File: src/rtl/rx_serial_7e1_pkg.sv
// Shared definitions for the 7E1 serial receiver: bit timing defaults,
// character width and the controller state encodings exposed on db_estado.
package rx_serial_7e1_pkg;

  localparam int M_DEFAULT = 434;
  localparam int N_DEFAULT = 9;
  localparam int DATA_W    = 7;

  typedef enum logic [3:0] {
    IDLE   = 4'd0,
    START  = 4'd1,
    DATA   = 4'd2,
    PARITY = 4'd3,
    STOP   = 4'd4,
    DONE   = 4'd5
  } estado_t;

endpackage

File: src/rtl/contador_m.sv
// Modulo-M counter used for bit timing; fim flags the last count (M-1).
module contador_m #(
  parameter int M = 434,
  parameter int N = 9
) (
  input  logic         clock,
  input  logic         zera_as,
  input  logic         zera_s,
  input  logic         conta,
  output logic [N-1:0] Q,
  output logic         fim
);

  localparam logic [N-1:0] LAST = N'(M - 1);

  logic [N-1:0] r_q;

  always_ff @(posedge clock or posedge zera_as) begin
    if (zera_as) begin
      r_q <= '0;
    end else if (zera_s) begin
      r_q <= '0;
    end else if (conta) begin
      r_q <= (r_q == LAST) ? '0 : r_q + 1'b1;
    end
  end

  assign Q   = r_q;
  assign fim = (r_q == LAST);

endmodule

File: src/rtl/rx_serial_7e1_fd.sv
// Receiver datapath: line synchroniser, edge detect, bit timing, shift
// register and the held output character with its parity/framing status.
module rx_serial_7e1_fd
  import rx_serial_7e1_pkg::*;
#(
  parameter int M = M_DEFAULT,
  parameter int N = N_DEFAULT
) (
  input  logic              clock,
  input  logic              reset,
  input  logic              i_dadoSerial,
  input  logic              i_recebeDado,
  input  logic              i_zeraCont,
  input  logic              i_conta,
  input  logic              i_limpaIdx,
  input  logic              i_amostraDado,
  input  logic              i_amostraPar,
  input  logic              i_amostraStop,
  input  logic              i_carrega,
  output logic              o_rx,
  output logic              o_borda,
  output logic              o_meio,
  output logic              o_fim,
  output logic              o_ultimoBit,
  output logic [DATA_W-1:0] o_dados,
  output logic              o_paridadeOk,
  output logic              o_erroFraming,
  output logic              o_temDado
);

  localparam logic [N-1:0] MEIO = N'(M / 2 - 1);

  logic              r_sync1, r_sync2, r_rxPrev;
  logic [N-1:0]      w_q;
  logic [DATA_W-1:0] r_shift;
  logic [2:0]        r_bitIdx;
  logic              r_parBit, r_stopBit;
  logic [DATA_W-1:0] r_dados;
  logic              r_paridadeOk, r_erroFraming, r_temDado;

  // Flops reset to the idle line level so reset never looks like a start edge.
  always_ff @(posedge clock or posedge reset) begin
    if (reset) begin
      r_sync1  <= 1'b1;
      r_sync2  <= 1'b1;
      r_rxPrev <= 1'b1;
    end else begin
      r_sync1  <= i_dadoSerial;
      r_sync2  <= r_sync1;
      r_rxPrev <= r_sync2;
    end
  end

  assign o_rx    = r_sync2;
  assign o_borda = r_rxPrev & ~r_sync2;

  contador_m #(.M(M), .N(N)) u_contador (
    .clock  (clock),
    .zera_as(reset),
    .zera_s (i_zeraCont),
    .conta  (i_conta),
    .Q      (w_q),
    .fim    (o_fim)
  );

  assign o_meio      = (w_q == MEIO);
  assign o_ultimoBit = (r_bitIdx == 3'(DATA_W - 1));

  always_ff @(posedge clock or posedge reset) begin
    if (reset) begin
      r_shift   <= '0;
      r_bitIdx  <= '0;
      r_parBit  <= 1'b0;
      r_stopBit <= 1'b0;
    end else begin
      if (i_limpaIdx) r_bitIdx <= '0;
      if (i_amostraDado) begin
        r_shift  <= {r_sync2, r_shift[DATA_W-1:1]};
        r_bitIdx <= r_bitIdx + 3'd1;
      end
      if (i_amostraPar)  r_parBit  <= r_sync2;
      if (i_amostraStop) r_stopBit <= r_sync2;
    end
  end

  // A new character always overwrites; loading wins over a same-cycle acknowledge.
  always_ff @(posedge clock or posedge reset) begin
    if (reset) begin
      r_dados       <= '0;
      r_paridadeOk  <= 1'b0;
      r_erroFraming <= 1'b0;
      r_temDado     <= 1'b0;
    end else if (i_carrega) begin
      r_dados       <= r_shift;
      r_paridadeOk  <= ~^{r_shift, r_parBit};
      r_erroFraming <= ~r_stopBit;
      r_temDado     <= 1'b1;
    end else if (i_recebeDado) begin
      r_temDado     <= 1'b0;
    end
  end

  assign o_dados       = r_dados;
  assign o_paridadeOk  = r_paridadeOk;
  assign o_erroFraming = r_erroFraming;
  assign o_temDado     = r_temDado;

endmodule

File: src/rtl/rx_serial_7e1_uc.sv
// Receiver controller: sequences start validation, data, parity and stop
// sampling, and issues the one-cycle load at frame completion.
module rx_serial_7e1_uc
  import rx_serial_7e1_pkg::*;
(
  input  logic       clock,
  input  logic       reset,
  input  logic       i_borda,
  input  logic       i_rx,
  input  logic       i_meio,
  input  logic       i_fim,
  input  logic       i_ultimoBit,
  output logic       o_zeraCont,
  output logic       o_conta,
  output logic       o_limpaIdx,
  output logic       o_amostraDado,
  output logic       o_amostraPar,
  output logic       o_amostraStop,
  output logic       o_carrega,
  output logic [3:0] o_estado
);

  estado_t r_estado, w_proximo;

  always_ff @(posedge clock or posedge reset) begin
    if (reset) r_estado <= IDLE;
    else       r_estado <= w_proximo;
  end

  always_comb begin
    w_proximo     = r_estado;
    o_zeraCont    = 1'b0;
    o_conta       = (r_estado != IDLE);
    o_limpaIdx    = 1'b0;
    o_amostraDado = 1'b0;
    o_amostraPar  = 1'b0;
    o_amostraStop = 1'b0;
    o_carrega     = 1'b0;
    case (r_estado)
      IDLE: if (i_borda) begin
        o_zeraCont = 1'b1;
        w_proximo  = START;
      end
      // A start bit that is high again at mid-bit is a glitch.
      START: if (i_meio) begin
        if (!i_rx) begin
          o_zeraCont = 1'b1;
          o_limpaIdx = 1'b1;
          w_proximo  = DATA;
        end else begin
          w_proximo  = IDLE;
        end
      end
      DATA: if (i_fim) begin
        o_amostraDado = 1'b1;
        o_zeraCont    = 1'b1;
        if (i_ultimoBit) w_proximo = PARITY;
      end
      PARITY: if (i_fim) begin
        o_amostraPar = 1'b1;
        o_zeraCont   = 1'b1;
        w_proximo    = STOP;
      end
      STOP: if (i_fim) begin
        o_amostraStop = 1'b1;
        o_zeraCont    = 1'b1;
        w_proximo     = DONE;
      end
      DONE: begin
        o_carrega = 1'b1;
        w_proximo = IDLE;
      end
      default: w_proximo = IDLE;
    endcase
  end

  assign o_estado = r_estado;

endmodule

File: src/rtl/rx_serial_7e1.sv
// 7E1 UART receiver top: 115200 baud from a 50 MHz clock, with a
// level-valid/acknowledge handshake on the received character.
module rx_serial_7e1
  import rx_serial_7e1_pkg::*;
#(
  parameter int M = M_DEFAULT,
  parameter int N = N_DEFAULT
) (
  input  logic              clock,
  input  logic              reset,
  input  logic              dado_serial,
  input  logic              recebe_dado,
  output logic [DATA_W-1:0] dados_ascii,
  output logic              paridade_ok,
  output logic              erro_framing,
  output logic              tem_dado,
  output logic              pronto,
  output logic              db_dado_serial,
  output logic [3:0]        db_estado
);

  logic w_rx, w_borda, w_meio, w_fim, w_ultimoBit;
  logic w_zeraCont, w_conta, w_limpaIdx;
  logic w_amostraDado, w_amostraPar, w_amostraStop, w_carrega;

  rx_serial_7e1_uc u_uc (
    .clock        (clock),
    .reset        (reset),
    .i_borda      (w_borda),
    .i_rx         (w_rx),
    .i_meio       (w_meio),
    .i_fim        (w_fim),
    .i_ultimoBit  (w_ultimoBit),
    .o_zeraCont   (w_zeraCont),
    .o_conta      (w_conta),
    .o_limpaIdx   (w_limpaIdx),
    .o_amostraDado(w_amostraDado),
    .o_amostraPar (w_amostraPar),
    .o_amostraStop(w_amostraStop),
    .o_carrega    (w_carrega),
    .o_estado     (db_estado)
  );

  rx_serial_7e1_fd #(.M(M), .N(N)) u_fd (
    .clock        (clock),
    .reset        (reset),
    .i_dadoSerial (dado_serial),
    .i_recebeDado (recebe_dado),
    .i_zeraCont   (w_zeraCont),
    .i_conta      (w_conta),
    .i_limpaIdx   (w_limpaIdx),
    .i_amostraDado(w_amostraDado),
    .i_amostraPar (w_amostraPar),
    .i_amostraStop(w_amostraStop),
    .i_carrega    (w_carrega),
    .o_rx         (w_rx),
    .o_borda      (w_borda),
    .o_meio       (w_meio),
    .o_fim        (w_fim),
    .o_ultimoBit  (w_ultimoBit),
    .o_dados      (dados_ascii),
    .o_paridadeOk (paridade_ok),
    .o_erroFraming(erro_framing),
    .o_temDado    (tem_dado)
  );

  assign pronto         = w_carrega;
  assign db_dado_serial = w_rx;

endmodule

File: config.mk
export PLATFORM = sky130hd
export DESIGN_NAME = rx_serial_7e1
export DESIGN_NICKNAME = d
export VERILOG_FILES = /design/src/rtl/rx_serial_7e1_pkg.sv /design/src/rtl/contador_m.sv /design/src/rtl/rx_serial_7e1_fd.sv /design/src/rtl/rx_serial_7e1_uc.sv /design/src/rtl/rx_serial_7e1.sv
export SDC_FILE = /design/constraint.sdc
export NUM_CORES = 1
export LEC_CHECK = 0
export CORE_MARGIN = 3
export CORE_UTILIZATION = 50
export CTS_BUF_LIST = sky130_fd_sc_hd__clkbuf_16
export DETAILED_ROUTE_END_ITERATION = 7
export PLACE_DENSITY = 0.81
export SLEW_MARGIN = 20
export SYNTH_ARGS = -nofsm -noshare
export SYNTH_HDL_FRONTEND = slang
export SYNTH_SLANG_ARGS = --single-unit
File: constraint.sdc
create_clock -name clock -period 2 [get_ports clock]
set_clock_uncertainty 0.15 [all_clocks]
set_input_delay 0.5 -clock clock [delete_from_list [all_inputs] [get_ports clock]]
set_output_delay 0.5 -clock clock [all_outputs]
set_load 0.01 [all_outputs]
* Yosys cells after proc, flatten, opt, wreduce, memory -nomap -nowiden
Index checks and enable logic that the tools add are counted.
** Storage, ports and cells
- Bits in registers :: 38
- Input port bits :: 4
- Output and inout port bits :: 16
- Logic and storage cells :: 65
** Operators by class
- Add/sub/neg operators :: 2
- Equal/unequal tests :: 14
- Multiplexer cells :: 25
- Bitwise operators :: 3
- Reductions and logical operators :: 8
** Operators with widths (number)
- 2-to-1 mux 9 bit :: 3
- 2-to-1 mux 4 bit :: 6
- one-hot mux 4 bit (5 select lines) :: 1
- != test 2 x 1 -> 1 bit, second input constant :: 6
- 2-to-1 mux 1 bit :: 11
- adder 9 x 1 -> 9 bit, second input constant :: 1
- == test 9 x 8 -> 1 bit, second input constant :: 1
- == test 9 bit, second input constant :: 1
- == test 4 x 2 -> 1 bit, second input constant :: 2
- == test 4 x 3 -> 1 bit, second input constant :: 2
- XNOR reduction 8 bit :: 1
- 2-to-1 mux 3 bit :: 2
- AND reduction 6 bit :: 1
- nonzero test 2 bit :: 3
- == test 4 x 1 -> 1 bit, second input constant :: 1
- logical NOT 4 bit :: 1
- nonzero test 4 bit :: 1
- adder 3 x 1 -> 3 bit, second input constant :: 1
- == test 3 bit, second input constant :: 1
- one-hot mux 1 bit (3 select lines) :: 1
- OR reduction 3 bit :: 1
- 2-to-1 mux 2 bit :: 1
- NOT 1 bit :: 2
- AND 1 bit :: 1

* Logic depth before layout (Yosys ltp)
Gate-level depths: netlist of the first run.
- Word-level depth :: 5
- Depth in mapped cells :: 7
- Depth with buffers taken out :: 6

* Cells and area by module
A second synthesis of the first run with hierarchy kept.
** Unflattened totals
- Cells, all modules :: 155
- Area, all modules :: 1775.5 um^2
** By module, submodules not included
- rx_serial_7e1_fd :: times used 1, cells an instance 72, area each 1038.5 um^2, seq. area each 629.4 um^2
- contador_m :: times used 1, cells an instance 53, area each 501.7 um^2, seq. area each 225.2 um^2
- rx_serial_7e1_uc :: times used 1, cells an instance 30, area each 235.2 um^2, seq. area each 75.1 um^2

* Least setup slack after synthesis of the first run
Ideal clock, no wire load.
- Kind :: flip-flop to flip-flop
- Start point :: register u_fd.u_contador.r_q[3] (netlist: u_fd.u_contador.Q[3])
- End point :: register u_fd.r_shift[0]
- Setup time :: 0.127 ns
- Arrival time :: 1.825 ns
- Required time :: 1.723 ns
- Path slack :: -0.102 ns
- Cell stages (with the launch flop) :: 6
- Buffers on the path :: 2
- Period minus slack after synthesis :: 2.102 ns
- Cell sequence :: dfrtp_1 -> buf_6 -> or4b_4 -> nor4_4 -> buf_6 -> mux2_1
** On the way
- Cells in the longest elaborated chain, start to end :: 3
** Ends and longest elaborated chain
- from (decl) :: RTL line contador_m.sv:16 : logic [N-1:0] r_q;
- from (signal assigned) :: RTL line contador_m.sv:24 : r_q <= (r_q == LAST) ? '0 : r_q + 1'b1;
- == test 9 bit :: RTL line contador_m.sv:29 : assign fim = (r_q == LAST);
- 2-to-1 mux 1 bit :: RTL line rx_serial_7e1_uc.sv:54 : DATA: if (i_fim) begin
- 2-to-1 mux 1 bit :: RTL line rx_serial_7e1_uc.sv:39 : case (r_estado)
- to (signal assigned) :: RTL line rx_serial_7e1_fd.sv:78 : r_shift <= {r_sync2, r_shift[DATA_W-1:1]};
- to (decl) :: RTL line rx_serial_7e1_fd.sv:35 : logic [DATA_W-1:0] r_shift;
No other way between the ends.
A chain may end at the register's enable or synchronous reset.

* Worst setup path after layout of the first run
- Start point :: register u_fd.u_contador.r_q[6] (netlist: u_fd.u_contador.Q[6])
- End point :: register u_fd.r_shift[5]
The elaborated chain is that of the path after synthesis.

==> results.py, run 1 <==
metrics = {
    "outcome": {
        "run_status": "complete, no violations",
    },
    "placed_design": {
        "portBuffers": 18,
        "gp_congestion": 0.8590,
        "hpwl_mm": 2.656,
        "dp_cells": 238,
        "placed_area_um2": 2175,
    },
    "hold_path": {
        "worstHoldEndpoint": "u_fd.o_rx",
        "hold_class": "reg2reg",
        "hold_depth": 0,
        "hold_start": "u_fd.r_sync1",
    },
    "global_routing": {
        "antenna_found_initial": 0,
        "grt_max_degree": 38,
        "grt_pass1_vias": 1367,
        "grt_use_total": 0.1827,
        "grt_overflow": 0,
        "grt_pass1_wl_mm": 6.147,
    },
    "logic_synthesis": {
        "synth_simple_gate_area_frac": 0.1588,
        "synth-compound-area-share": 0.1173,
        "synth_fa_ha_area_frac": 0.03351,
        "synthCells": 168,
        "synthArstFlopShare": 1.000,
        "synth-edff-count": 0,
        "synth_top_family_by_area": "simple AND/OR/NAND/NOR gates",
        "muxShareOfSynthArea": 0.1019,
        "avgSynthCellArea_um2": 11.11,
        "yosysWarnings": 0,
        "syn-num-nets": 177,
        "synth_xor_area_frac": 0.03284,
        "ys_types": 46,
        "synth_seq_area_share": 0.4980,
        "netlist_area_um2": 1867,
        "yosys_register_bits": 37,
        "ys.flop_type": "dfrtp_1",
    },
    "clock_tree": {
        "clock-sinks": 37,
        "numCtsBuffers": 5,
        "cts_buffer_depth": 2,
        "root_buffer": "clkbuf_16",
        "cts.htree.levels": 2,
        "cts_tree": "yes",
        "cts_setup_buffers": 0,
        "clk_transition_reported_paths_ns": 0.06,
        "clkLatencyLatePin_ns": 0.28,
        "postCtsHoldBufs": 0,
    },
    "floorplan": {
        "ios": 20,
        "fp.dieW_um": 67.11,
        "start_util": 0.5382,
        "design.core.area_um2": 3468,
        "dieArea_um2": 4503,
        "die-height_um": 67.11,
        "rows": 21,
    },
    "routing": {
        "vias_per_cell": 5.825,
        "vias": 1433,
        "drc": 0,
        "drtAntennaViolNets": 0,
        "drtIter0Drc": 101,
        "wirelength_mm": 3.827,
        "first_pass_iters": 4,
        "wire_per_inst_um": 15.56,
    },
    "finish": {
        "insertedDiodeCount": 0,
        "nFillCells": 257,
        "fin_area_um2": 2355,
        "fin_cells": 246,
        "final_nets": 208,
        "area_growth_pct": 26.14,
        "drive_gt1_frac": 0.1950,
    },
    "timing": {
        "slew_viol_final": 0,
        "max_freq_ghz": 0.5173,
        "tightest_slew_ns": 0.5796,
        "fin_crit_sh": 0.9665,
        "fin_tns_setup_ns": 0,
        "maxSlewHeadroom": 0.6110,
        "hold_violations": 0,
        "period_needed_ns": 1.933,
        "rsz0062_at_grt": "no",
        "setup_viol_count_final": 0,
    },
    "worst_setup_path": {
        "r2r-end": "u_fd.r_shift[5]",
        "crit_fanout": 12,
        "arrival_ns": 1.94,
        "start_kind": "register",
        "end_kind": "register",
        "worstSetupPathType": "reg2reg",
        "reg2reg_from": "u_fd.u_contador.Q[6]",
        "required_ns": 2.01,
        "reg2reg_depth": 4,
        "reg2reg_setup_slack_ns": 0.07,
    },
    "pwr": {
        "power_density_nw_per_um2": 952.2,
        "p_leak_nw": 1.116,
        "power.total_mw": 2.242,
        "ir_worst_vdd_mv": 1.046,
    },
    "run": {
        "max_cap_viol_count": 0,
    },
}
[through the flow]
stage | hold WS [ns] | worst slack, ns | utilization
after floorplan | 0.1952 | 0.01581 | -
after global placement | 0.1964 | 0.09248 | 0.6270
after detailed placement | 0.1990 | 0.01253 | 0.6270
after CTS | 0.2111 | 0.003021 | 0.6688
after global routing | 0.2141 | 0.0001943 | 0.6789
final | 0.2090 | 0.06696 | 0.6789
[cells in the mapped netlist, types with 2 or more instances]
| library cell | instances | area share |
|---|---|---|
| nand2b_1 | 2 | 0.0067 |
| and3_1 | 2 | 0.0067 |
| inv_2 | 2 | 0.0040 |
| nor2_1 | 2 | 0.0040 |
| o21ai_1 | 10 | 0.027 |
| inv_1 | 11 | 0.022 |
| dfrtp_1 | 34 | 0.46 |
| buf_2 | 2 | 0.0054 |
| a22o_1 | 3 | 0.014 |
| dfstp_2 | 3 | 0.042 |
| and2_1 | 3 | 0.010 |
| buf_6 | 2 | 0.012 |
| nand2_1 | 7 | 0.014 |
| nand3_1 | 9 | 0.024 |
| a21oi_1 | 2 | 0.0054 |
| a31oi_1 | 11 | 0.037 |
| mux2_1 | 15 | 0.090 |
| nand3b_1 | 4 | 0.016 |
| ha_1 | 5 | 0.034 |
| nand4_1 | 5 | 0.017 |
| xnor2_1 | 6 | 0.028 |
| clkbuf_1 | 4 | 0.0080 |
[area by class of cell]
cell class,instances,area [um2],area share
tap,46,57.56,0.02444
multi-input combinational,109,862.1,0.3661
clock buffer,5,125.1,0.05313
inverter,13,48.80,0.02072
timing repair buffer,33,309.0,0.1312
sequential,37,930.9,0.3953
clock inverter,3,21.27,0.009033
[sequential cells by signal (all words and copies together), names as in the netlist]
signal and flops:
u_fd.o_erroFraming 1, u_fd.r_bitIdx 3, u_fd.o_dados 7, u_fd.o_rx 1, u_fd.o_paridadeOk 1, u_fd.r_stopBit 1
u_fd.u_contador.Q 9, u_fd.o_temDado 1, u_uc.o_estado 3, u_fd.r_parBit 1, u_fd.r_rxPrev 1, u_fd.r_shift 7
u_fd.r_sync1 1
[placed cells by master (no fill, tap or decap), types with 4 or more instances in the layout]
cell type	netlist	layout
a31oi_1	11	11
buf_4	1	13
clkbuf_16	0	5
clkdlybuf4s50_1	0	15
dfrtp_1	34	33
ha_1	5	5
inv_1	11	10
mux2_1	15	15
nand2_1	7	7
nand3_1	9	9
nand3b_1	4	4
nand4_1	5	5
o21ai_1	10	10
xnor2_1	6	6
[metal layers]
metal	GRT usage	part of all wire	up-vias	routed length, um
li1	-	-	668	-
met1	0.2378	0.44	707	1690
met2	0.2969	0.49	51	1866
met3	0.04047	0.055	7	211
met4	0.06835	0.015	0	59
met5	0	0	-	0
[worst max-delay path by stage]
stage | slack [ns] | cells after the start | start | endpoint
floorplan | 0.02 | 5 | u_fd.u_contador.Q[3] | u_fd.r_shift[0]
global placement | 0.09 | 4 | u_fd.u_contador.Q[6] | u_fd.r_shift[2]
detailed placement | 0.01 | 6 | u_fd.u_contador.Q[1] | u_fd.r_parBit
CTS | 0.003 | 2 | u_uc.o_estado[0] | db_estado[0]
global route | 0.0002 | 7 | u_fd.u_contador.Q[0] | u_fd.u_contador.Q[8]
finish | 0.07 | 4 | u_fd.u_contador.Q[6] | u_fd.r_shift[5]
[critical path: stages, from the launching register on]
cell,delay [ns]
dfrtp_1,0.40
or4b_4,0.56
nor4_4,0.16
buf_6,0.19
mux2_1,0.33
[cells by family after synthesis]
group | after synthesis
mux | 17
compound gates | 34
xor+xnor | 7
buf+inv | 22
flops | 37
simple gates | 45
other cells | 1
fa+ha+maj | 5
[repair_timing]
| item | 4_1_cts | 5_1_grt |
|---|---|---|
| hold endpoints to repair | 0 | 0 |
| gates resized for setup | 3 | 8 |
| setup endpoints to repair | 2 | 18 |
[power breakdown]
group | internal (mW) | switching, mW
registers | 0.812 | 0.0608
clock network | 0.463 | 0.309
logic | 0.263 | 0.335
(Power assumes the default switching activity.)
==> run 2: changes to the inputs <==
HOLD_SLACK_MARGIN = 0.02   (was default)
==> results of run 2 <==
The final DEF is identical to that of run 1; final timing and power are the same.
==> run 3: changes to the inputs <==
CAP_MARGIN = 10   (was default)
CTS_CLUSTER_DIAMETER = 30   (was default)
DONT_BUFFER_PORTS = 1   (was default)
PLACE_DENSITY = 0.74   (was 0.81)
==> results.py, run 3 (synthesis results as in run 1) <==
metrics = {
    "pwr": {
        "ir_worst_vdd_mv": 0.7321,
        "power_density_nw_per_um2": 1005,
        "p_leak_nw": 1.040,
    },
    "floorplan": {
        "start_util": 0.5382,
        "ios": 20,
        "design.core.area_um2": 3468,
        "fp.dieW_um": 67.11,
        "dieArea_um2": 4503,
        "die-height_um": 67.11,
        "rows": 21,
    },
    "clock_tree": {
        "root_buffer": "clkbuf_16",
        "clk_transition_reported_paths_ns": 0.06,
        "cts_setup_buffers": 0,
        "cts_tree": "yes",
        "cts_buffer_depth": 2,
        "clkLatencyLatePin_ns": 0.28,
        "numCtsBuffers": 5,
        "clock-sinks": 37,
        "cts.htree.levels": 2,
    },
    "worst_setup_path": {
        "required_ns": 2.07,
        "start_kind": "register",
        "r2r-end": "u_fd.r_bitIdx[2]",
        "reg2reg_from": "u_fd.u_contador.Q[6]",
        "crit_fanout": 12,
        "cp-endpoint": "u_fd.r_bitIdx[2]",
        "reg2reg_depth": 5,
        "end_kind": "register",
        "reg2reg_setup_slack_ns": -0.02,
        "crit_start": "u_fd.u_contador.Q[6]",
        "worstSetupPathType": "reg2reg",
        "arrival_ns": 2.09,
    },
    "timing": {
        "max_freq_ghz": 0.4954,
        "hold_violations": 0,
        "period_needed_ns": 2.018,
        "whs_ns": 0.05758,
        "fin_crit_sh": 1.009,
        "setup_viol_count_final": 1,
        "worst_slack_ns": -0.01843,
        "rsz0062_at_grt": "yes",
        "fin_tns_setup_ns": -0.01843,
        "slew_viol_final": 0,
    },
    "finish": {
        "final_nets": 192,
        "layout_commonest_cell": "dfrtp_1",
        "nFillCells": 278,
        "insertedDiodeCount": 0,
        "fin_cells": 230,
        "utilization": 0.6230,
        "area_growth_pct": 15.75,
        "layout_common_cells": "dfrtp_1, buf_4, mux2_1, inv_1, a31oi_1",
        "fin_area_um2": 2161,
        "largest_reg_flops": 9,
        "drive_gt1_frac": 0.2011,
    },
    "placed_design": {
        "hpwl_mm": 2.681,
        "dp_cells": 222,
        "portBuffers": 0,
        "placed_area_um2": 1997,
        "gp_congestion": 0.8411,
    },
    "run": {
        "max_cap_viol_count": 0,
    },
    "routing": {
        "drc": 0,
        "drtIter0Drc": 162,
        "first_pass_iters": 4,
        "drtAntennaViolNets": 0,
        "vias_per_cell": 5.804,
        "wirelength_mm": 3.708,
        "wire_per_inst_um": 16.12,
        "vias": 1335,
    },
    "global_routing": {
        "grt_use_total": 0.1968,
        "grt_pass1_vias": 1390,
        "antenna_found_initial": 0,
        "grt_max_degree": 38,
        "grt_pass1_wl_mm": 6.561,
        "grt_overflow": 0,
    },
    "hold_path": {
        "hold_class": "in2async",
    },
    "outcome": {
        "run_status": "complete, but fails checks",
        "violations": "negative setup slack",
    },
}
run 3: cell count changes in the layout (fill, tap and decap cells not counted), moves of 2 or more:
| cell | previous run | this run |
|---|---|---|
| buf_4 | 13 | 16 |
| clkdlybuf4s50_1 | 15 | 0 |
| dlygate4sd2_1 | 2 | 0 |
| inv_1 | 10 | 12 |
run 3: stage by stage:
stage / power, mW / setup WS (ns)
2_1_floorplan: 1.241 / 0.01581
3_3_place_gp: 1.393 / 0.05862
3_5_place_dp: 1.418 / 0.003282
4_1_cts: 2.176 / 0.01383
5_1_grt: 2.296 / -0.07207
6_report: 2.172 / -0.01843
run 3: layout make-up:
type | count | area [um2] | share of cell area
inverter | 13 | 48.80 | 0.02258
sequential | 37 | 929.6 | 0.4302
timing repair buffer | 17 | 131.4 | 0.06080
tap | 46 | 57.56 | 0.02664
multi-input combinational | 109 | 849.6 | 0.3932
clock inverter | 3 | 18.77 | 0.008686
clock buffer | 5 | 125.1 | 0.05790
run 3: repair_timing:
action                                  CTS  global route
endpoints found under the setup margin    1            14
pin swaps                                 0             0
gates resized for setup                   1             3
cloned                                    0             0
hold buffers                              0             0
run 3: power breakdown:
| part | total, mW | switching [mW] | internal [mW] |
|---|---|---|---|
| clock network | 0.751 | 0.295 | 0.456 |
| registers | 0.895 | 0.0831 | 0.811 |
| logic | 0.526 | 0.288 | 0.238 |
run 3: routing by layer:
| layer | up-vias | global-route usage | wire (um) |
|---|---|---|---|
| met5 | - | 0 | 0 |
| met4 | 0 | 0.1038 | 149 |
| met3 | 14 | 0.05734 | 197 |
| met2 | 40 | 0.3104 | 1780 |
| met1 | 644 | 0.2423 | 1580 |
| li1 | 637 | - | - |
run 3: worst max-delay path: stages (launching register included):
cell and delay, ns:
dfrtp_1 0.41, or4b_4 0.57, nor4_4 0.19, buf_6 0.20, mux2i_2 0.27, a22o_1 0.17
run 3: how the worst min path moves through the flow:
stage,startpoint,slack [ns],cells after the start,to
3_3_place_gp,u_fd.r_sync1,0.20,0,u_fd.o_rx
2_1_floorplan,u_fd.r_sync1,0.20,0,u_fd.o_rx
3_5_place_dp,u_fd.r_sync1,0.20,0,u_fd.o_rx
4_1_cts,dado_serial,0.06,0,u_fd.r_sync1
6_report,reset,0.06,2,u_fd.o_dados[4]
5_1_grt,dado_serial,0.06,0,u_fd.r_sync1
